File: src/rtl/div_unit.sv
// rtl/div_unit.sv - multi-cycle radix-2 restoring divider for DIV/DIVU
// Produces {remainder, quotient}; result is held until execute drops start_i.
module div_unit #(
  parameter int DataWidth = 32,
  parameter int CntWidth  = 6
) (
  input  logic                   clk,
  input  logic                   rst,
  input  logic                   signed_div_i,
  input  logic [DataWidth-1:0]   opdata1_i,
  input  logic [DataWidth-1:0]   opdata2_i,
  input  logic                   start_i,
  input  logic                   annul_i,
  output logic [2*DataWidth-1:0] result_o,
  output logic                   ready_o
);

  typedef enum logic [1:0] {
    ST_FREE   = 2'd0,
    ST_BYZERO = 2'd1,
    ST_ON     = 2'd2,
    ST_END    = 2'd3
  } state_e;

  state_e                 state_q;
  logic [CntWidth-1:0]    cnt_q;
  logic [DataWidth-1:0]   divisor_q;
  logic [2*DataWidth-1:0] partial_q;
  logic                   neg_quo_q;
  logic                   neg_rem_q;
  logic [2*DataWidth-1:0] result_q;
  logic                   ready_q;

  logic [DataWidth-1:0]   op1_mag;
  logic [DataWidth-1:0]   op2_mag;
  logic [DataWidth:0]     trial;
  logic [DataWidth-1:0]   quo_fix;
  logic [DataWidth-1:0]   rem_fix;

  always_comb begin
    op1_mag = (signed_div_i && opdata1_i[DataWidth-1]) ? (~opdata1_i + 1'b1) : opdata1_i;
    op2_mag = (signed_div_i && opdata2_i[DataWidth-1]) ? (~opdata2_i + 1'b1) : opdata2_i;
    // Shifted-in remainder can reach 33 bits; bit DataWidth of the difference is the borrow.
    trial   = partial_q[2*DataWidth-1:DataWidth-1] - {1'b0, divisor_q};
    quo_fix = neg_quo_q ? (~partial_q[DataWidth-1:0] + 1'b1) : partial_q[DataWidth-1:0];
    rem_fix = neg_rem_q ? (~partial_q[2*DataWidth-1:DataWidth] + 1'b1)
                        : partial_q[2*DataWidth-1:DataWidth];
  end

  always_ff @(posedge clk or negedge rst) begin
    if (!rst) begin
      state_q   <= ST_FREE;
      cnt_q     <= '0;
      divisor_q <= '0;
      partial_q <= '0;
      neg_quo_q <= 1'b0;
      neg_rem_q <= 1'b0;
      result_q  <= '0;
      ready_q   <= 1'b0;
    end else begin
      case (state_q)
        ST_FREE: begin
          ready_q  <= 1'b0;
          result_q <= '0;
          if (start_i && !annul_i) begin
            divisor_q <= op2_mag;
            partial_q <= {{DataWidth{1'b0}}, op1_mag};
            neg_quo_q <= signed_div_i && (opdata1_i[DataWidth-1] ^ opdata2_i[DataWidth-1]);
            neg_rem_q <= signed_div_i && opdata1_i[DataWidth-1];
            cnt_q     <= '0;
            state_q   <= (opdata2_i == '0) ? ST_BYZERO : ST_ON;
          end
        end
        ST_BYZERO: begin
          result_q <= '0;
          ready_q  <= 1'b1;
          state_q  <= ST_END;
        end
        ST_ON: begin
          if (annul_i) begin
            state_q  <= ST_FREE;
            cnt_q    <= '0;
            result_q <= '0;
            ready_q  <= 1'b0;
          end else if (cnt_q != CntWidth'(DataWidth)) begin
            if (trial[DataWidth]) begin
              partial_q <= {partial_q[2*DataWidth-2:0], 1'b0};
            end else begin
              partial_q <= {trial[DataWidth-1:0], partial_q[DataWidth-2:0], 1'b1};
            end
            cnt_q <= cnt_q + 1'b1;
          end else begin
            result_q <= {rem_fix, quo_fix};
            ready_q  <= 1'b1;
            cnt_q    <= '0;
            state_q  <= ST_END;
          end
        end
        ST_END: begin
          if (!start_i) begin
            state_q  <= ST_FREE;
            result_q <= '0;
            ready_q  <= 1'b0;
          end
        end
        default: state_q <= ST_FREE;
      endcase
    end
  end

  assign result_o = result_q;
  assign ready_o  = ready_q;

endmodule

File: config.mk
export PLATFORM = sky130hd
export DESIGN_NAME = div_unit
export DESIGN_NICKNAME = d
export VERILOG_FILES = /design/src/rtl/div_unit.sv
export SDC_FILE = /design/constraint.sdc
export NUM_CORES = 1
export LEC_CHECK = 0
export ABC_AREA = 0
export ABC_CLOCK_PERIOD_IN_PS = 3200
export CELL_PAD_IN_SITES_DETAIL_PLACEMENT = 0
export CELL_PAD_IN_SITES_GLOBAL_PLACEMENT = 1
export CORE_MARGIN = 5
export CORE_UTILIZATION = 43
export DETAILED_ROUTE_END_ITERATION = 6
export PLACE_DENSITY = 0.78
export SLEW_MARGIN = 10
export SYNTH_ARGS = -nofsm -noshare
export SYNTH_HDL_FRONTEND = slang
export SYNTH_SLANG_ARGS = --single-unit
File: constraint.sdc
create_clock -name clk -period 3.2 [get_ports clk]
set_clock_uncertainty 0.05 [all_clocks]
set_input_delay 0.8 -clock clk [delete_from_list [all_inputs] [get_ports clk]]
set_output_delay 0.8 -clock clk [all_outputs]
set_load 0.02 [all_outputs]
; Yosys cells after proc, flatten, opt, wreduce, memory -nomap -nowiden
; Index checks and enable logic that the tools add are counted.
[classes]
bitwise_logic = 5
mux = 27
shift = 0
div = 0
n_eq_ne = 9
order_cmp = 0
reduce_logical = 14
add_sub_neg = 6
multipliers = 0
[op_table]
columns = cell, n
row1 = $mux 64, 7
row2 = $pmux 64 s3, 1
row3 = $add 32x1->32 const B, 4
row4 = $mux 32, 4
row5 = $not 32->32, 4
row6 = $pmux 64 s2, 1
row7 = $sub 33x32->33, 1
row8 = $logic_not 32->1, 1
row9 = $mux 6, 3
row10 = $pmux 6 s2, 1
row11 = $mux 2, 5
row12 = $ne 2x2->1 const B, 4
row13 = $pmux 2 s4, 1
row14 = $add 6x1->6 const B, 1
row15 = $ne 6x6->1 const B, 1
row16 = $reduce_and 2->1, 3
row17 = $eq 2x2->1 const B, 2
row18 = $logic_and 1x1->1, 4
row19 = $pmux 1 s4, 1
row20 = $reduce_and 4->1, 1
row21 = $mux 1, 3
row22 = $ne 3x3->1 const B, 1
row23 = $reduce_and 3->1, 1
row24 = $eq 2x1->1 const B, 1
row25 = other kinds (5), 5
[word_totals]
elab_cells = 69
output_inout_bits = 65
inputBits = 69
memories = 0
latch_bits = 0
ff_bits = 171
romBits = 0
ram_bits = 0

; Depth between registers and ports, before layout
; Gate-level depths: netlist of the first run.
[depth]
ltp_word = 6
mapped_depth = 13
mapped_depth_nobuf = 12

; Worst setup path after synthesis of the first run
; Ideal clock, no wire load.
[synth_path]
path_kind = in2reg
from = input port opdata1_i[9]
to = register partial_q[27]
setup_ns = 0.126
required_ns = 3.024
arrival_time_ns = 2.785
path_stages = 8
setup_slack_ns = 0.239
n_path_buf = 0
cell_sequence = or4_1 nor4_1 nand2b_1 nor3_1 nand2_1 o31ai_1 xnor2_1 a221o_1
[synth_via]
elab_chain_cells = 5
[synth_rtl]
columns = element, line_no
row1 = from (decl), 10  ; input logic [DataWidth-1:0] opdata1_i,
row2 = $not 32->32, 41  ; op1_mag = (signed_div_i && opdata1_i[DataWidth-1]) ? (~opdata1_i + 1'b1) : opdata1_i;
row3 = $add 32x1->32, 41
row4 = $mux 32, 41
row5 = $mux 64, 65  ; if (start_i && !annul_i) begin
row6 = $pmux 64 s2, 61  ; case (state_q)
row7 = to (signal assigned), 67  ; partial_q <= {{DataWidth{1'b0}}, op1_mag};
row8 = to (signal assigned), 87  ; partial_q <= {partial_q[2*DataWidth-2:0], 1'b0};
row9 = to (signal assigned), 89  ; partial_q <= {trial[DataWidth-1:0], partial_q[DataWidth-2:0], 1'b1};
row10 = to (decl), 28  ; logic [2*DataWidth-1:0] partial_q;
; No other way between the ends. The select of a mux whose other input is x is not followed.
; A chain may end at the register's enable or synchronous reset.

; Worst setup path in the final report of the first run
[layout_path]
from = register partial_q[31]
to = register partial_q[59]
[layout_via]
elab_chain_cells = 5
[layout_rtl]
columns = element, line_no
row1 = $sub 33x32->33, 44  ; trial = partial_q[2*DataWidth-1:DataWidth-1] - {1'b0, divisor_q};
row2 = $mux 64, 86  ; if (trial[DataWidth]) begin
row3 = $mux 64, 85  ; end else if (cnt_q != CntWidth'(DataWidth)) begin
row4 = $mux 64, 80  ; if (annul_i) begin
row5 = $pmux 64 s2, 61
; No other way between the ends. The select of a mux whose other input is x is not followed.

==> reports/metrics.json, run 1 <==
{
  "sta": {
    "final_hold_viol_count": 0,
    "max_freq_mhz": 315,
    "report.final.setup_viol": 0,
    "final-max-slew-violation-count": 0,
    "hold_ws_ns": 0.234,
    "final.period_utilization_pct": 99.1,
    "period_minus_slack_ns": 3.17,
    "max_slew_margin_pct": 35.5,
    "worst-slew-pin-transition_ns": 0.968,
    "rsz0062_at_grt": "true"
  },
  "logic_synthesis": {
    "synth-seq-cells": 171,
    "postSynth.topFlopCell": "sky130_fd_sc_hd__dfrtp_1",
    "fraction_of_synthesis_flops_using_an_asynchronous_set_or_reset_pin_pct": 100,
    "yosysUniqueCellTypes": 65,
    "synth_nets": 1493,
    "netlist_instances": 1381,
    "seq_area_frac_synth_pct": 37.2,
    "synth_enable_flop_cells": 0,
    "synthesis.yosys.warnings": 0,
    "synth.cell_area_um2": 11500,
    "syn_avg_cell_area_um2": 8.33
  },
  "worst_setup_path": {
    "worstSetupPathType": "register to register",
    "setup.reg_to_reg.worst_slack_ns": 0.03,
    "cp.arrival_ns": 3.44,
    "timing.critical_path.required_ns": 3.47,
    "path_max_fanout": 8,
    "critPathCaptureType": "register",
    "worst_path_max_delay_cell": "sky130_fd_sc_hd__dfrtp_1",
    "crit_family": "compound AO/OA/AOI/OAI gates",
    "timing.critical_path.depth": 14,
    "reg2regPathDepth": 14,
    "critical_path.max_stage_delay_ns": 0.39,
    "buffering_stage_count_on_the_worst_path_with_inverters_included": 4,
    "critical_path.cell_chain": "inv_2 -> ha_4 -> fa_2 -> nor2b_2 -> o211ai_1 -> a31oi_1 -> buf_4 -> a21oi_4 -> o211ai_1 -> a21o_1 -> a21oi_4 -> buf_12 -> clkbuf_16 -> a221o_1",
    "timing.critical_path.from_type": "register"
  },
  "cells_and_area": {
    "design_area_um2": 14800,
    "seqCellArea_um2": 4280,
    "num_antenna_cells": 0,
    "layout.cells.most_common_list": "235 x sky130_fd_sc_hd__nand2_1, 170 x sky130_fd_sc_hd__dfrtp_1, 168 x sky130_fd_sc_hd__o21ai_0",
    "areaGrowthSynthToFinish_pct": 28.7,
    "finish.cell_count_without_fillers": 1949,
    "layout_commonest_cell": "sky130_fd_sc_hd__nand2_1",
    "finish.net_count": 1713,
    "n_fill_cell": 2368,
    "utilization_pct": 56.5,
    "drive_above_1_share_pct": 13.6,
    "multi_input_combinational_cell_area_um2": 6840
  },
  "place": {
    "place.port_buffers": 133,
    "routabilityCongestion": 0.901,
    "dpl.cell_count": 1910,
    "detailed_place.area_um2": 14000,
    "place_hpwl_um": 24800
  },
  "clocking": {
    "cts.htree.levels": 4,
    "cts_inserted_buffers": 17,
    "clkSinkCount": 171,
    "ctsRootBufferMaster": "sky130_fd_sc_hd__clkbuf_16",
    "worst_skew_pair.late_latency_ns": 0.44,
    "clkTransAtPathRegs_ns": 0.07,
    "post_cts_hold_buffer_count": 0,
    "cts_tree": "done",
    "clk_path_buf_depth": 2
  },
  "pwr": {
    "leakagePower_nw": 6.42,
    "p_total_mw": 10.9,
    "power_density_nw_per_um2": 737,
    "ir_worst_vdd_uv": 404
  },
  "die": {
    "chipWidth_um": 174,
    "initial_core_util_pct": 43.9,
    "fp.coreArea_um2": 26200,
    "die_y_um": 174,
    "placementRows": 59,
    "ioPinCount": 134,
    "full_die_area_um2": 30100
  },
  "route": {
    "dr_total_vias": 10400,
    "avgRoutedWirePerCell_um": 16.4,
    "dr.first_iter.drc_count": 754,
    "routed_via_density": 5.34,
    "detailedRoute.firstPassIterationCount": 5,
    "route.antenna.remaining_nets": 0,
    "detail_route.drc_violations": 0,
    "routed_wl_um": 32000
  },
  "worst_hold_path": {
    "min_path_type": "input pin to async pin"
  },
  "job": {
    "cap_viol_max_count": 0
  },
  "global_routing": {
    "globalRouteOverflowTotal": 0,
    "grt_max_degree": 70,
    "grt.total_usage_pct": 20.9,
    "antenna_found_initial": 0,
    "grt_pass1_wl_um": 51800,
    "grt_pass1_vias": 9664
  },
  "run_status": {
    "outcome": "finished clean"
  }
}
[sequential cells by signal (all words and copies together), names as in the netlist]
register / count
cnt_q: 6
divisor_q: 32
neg_quo_q: 1
neg_rem_q: 1
partial_q: 64
ready_o: 1
result_o: 64
state_q: 2
[cell usage after synthesis, drive strengths merged (3+ instances only)]
| library cell | n | area, µm² |
|---|---|---|
| a211oi | 6 | 45.0 |
| a21o | 15 | 113 |
| a21oi | 87 | 462 |
| a221o | 3 | 30.0 |
| a22o | 4 | 35.0 |
| a31oi | 4 | 25.0 |
| a32oi | 5 | 43.8 |
| a41oi | 3 | 26.3 |
| and2 | 7 | 43.8 |
| and3 | 8 | 50.1 |
| buf | 11 | 57.6 |
| clkbuf | 58 | 221 |
| dfrtp | 171 | 4280 |
| ha | 42 | 526 |
| inv | 59 | 221 |
| mux2i | 35 | 350 |
| nand2 | 238 | 898 |
| nand2b | 11 | 68.8 |
| nand3 | 15 | 75.1 |
| nand4 | 5 | 31.3 |
| nor2 | 75 | 282 |
| nor2b | 12 | 75.1 |
| nor3 | 23 | 115 |
| nor4 | 15 | 93.8 |
| o211ai | 9 | 67.6 |
| o21a | 7 | 52.6 |
| o21ai | 194 | 975 |
| o21bai | 4 | 30.0 |
| o311ai | 4 | 35.0 |
| o31ai | 41 | 308 |
| o41ai | 14 | 149 |
| or2 | 6 | 37.5 |
| or3 | 11 | 83.8 |
| or4 | 17 | 143 |
| xnor2 | 65 | 584 |
| xor2 | 78 | 683 |
[stage by stage]
stage                      TNS, ns  worst slack (ns)
after global routing         -1.44           -0.0879
after floorplan                  0             0.239
after global placement       -2.56            -0.366
after CTS                 -0.00331          -0.00331
final                            0            0.0283
after detailed placement     -4.05            -0.436
[worst register-to-register path, delay by kind of cell (launching register included)]
| kind | cells | cell delay, ns |
|---|---|---|
| buffers and inverters | 4 | 0.56 |
| AND/OR/NAND/NOR | 1 | 0.16 |
| flip-flops | 1 | 0.39 |
| AO/OA/AOI/OAI | 7 | 1.40 |
| adder cells (fa/ha/maj) | 2 | 0.51 |
[area by class of cell]
type                    instances  share of cell area, %
multi-input cells            1082                   46.2
repair buffers                270                   16.7
clock buffers                  17                   2.87
well taps                     335                   2.83
inverters                      59                   1.50
flip-flops and latches        171                   28.9
clock inverters                15                   1.01
[layer usage]
metal | GRT usage, % | share of wire (%) | up-vias | wire length [µm]
met2 | 28.1 | 39 | 243 | 12600
met3 | 3.53 | 5.2 | 15 | 1660
met4 | 3.43 | 0.60 | 0 | 191
met1 | 34.9 | 55 | 4864 | 17500
li1 | - | - | 5294 | -
met5 | 0 | 0 | - | 0
[power by group]
part           internal, mW  switching (mW)
clock                  1.04            1.03
combinational          2.30            3.19
sequential             2.73           0.638
[kinds of logic (layout without fill, tap and decap cells)]
family / after synthesis / after routing / synth area share, %
multiplexers: 35 / 35 / 3.05
buffers and inverters: 128 / 361 / 4.35
AO/OA/AOI/OAI: 413 / 413 / 21.9
adder cells (fa/ha/maj): 43 / 43 / 4.74
XOR/XNOR: 143 / 143 / 11.0
flip-flops: 171 / 171 / 37.2
AND/OR/NAND/NOR: 448 / 448 / 17.7
[worst paths after layout]
kind	from	to
min in group clk	divisor_q[5]	divisor_q[5]
setup / recovery	partial_q[31]	partial_q[59]
max in group asynchronous	rst	partial_q[23]
hold reg to reg	divisor_q[5]	divisor_q[5]
hold / removal	rst	result_o[43]
setup reg to reg	partial_q[31]	partial_q[59]
[repair_timing]
action                     CTS  global route
gates resized for setup      2            40
setup buffers                0             5
gates cloned                 0             2
setup endpoints to repair   29            40
pin swaps                    2            12
(Power assumes the default switching activity.)
==> run 2, diff against run 1 <==
CAP_MARGIN = 20   (was unset)
TNS_END_PERCENT = 100   (was unset)
==> results of run 2 <==
Same layout as run 1: the final DEF is identical, and so are final timing and power.
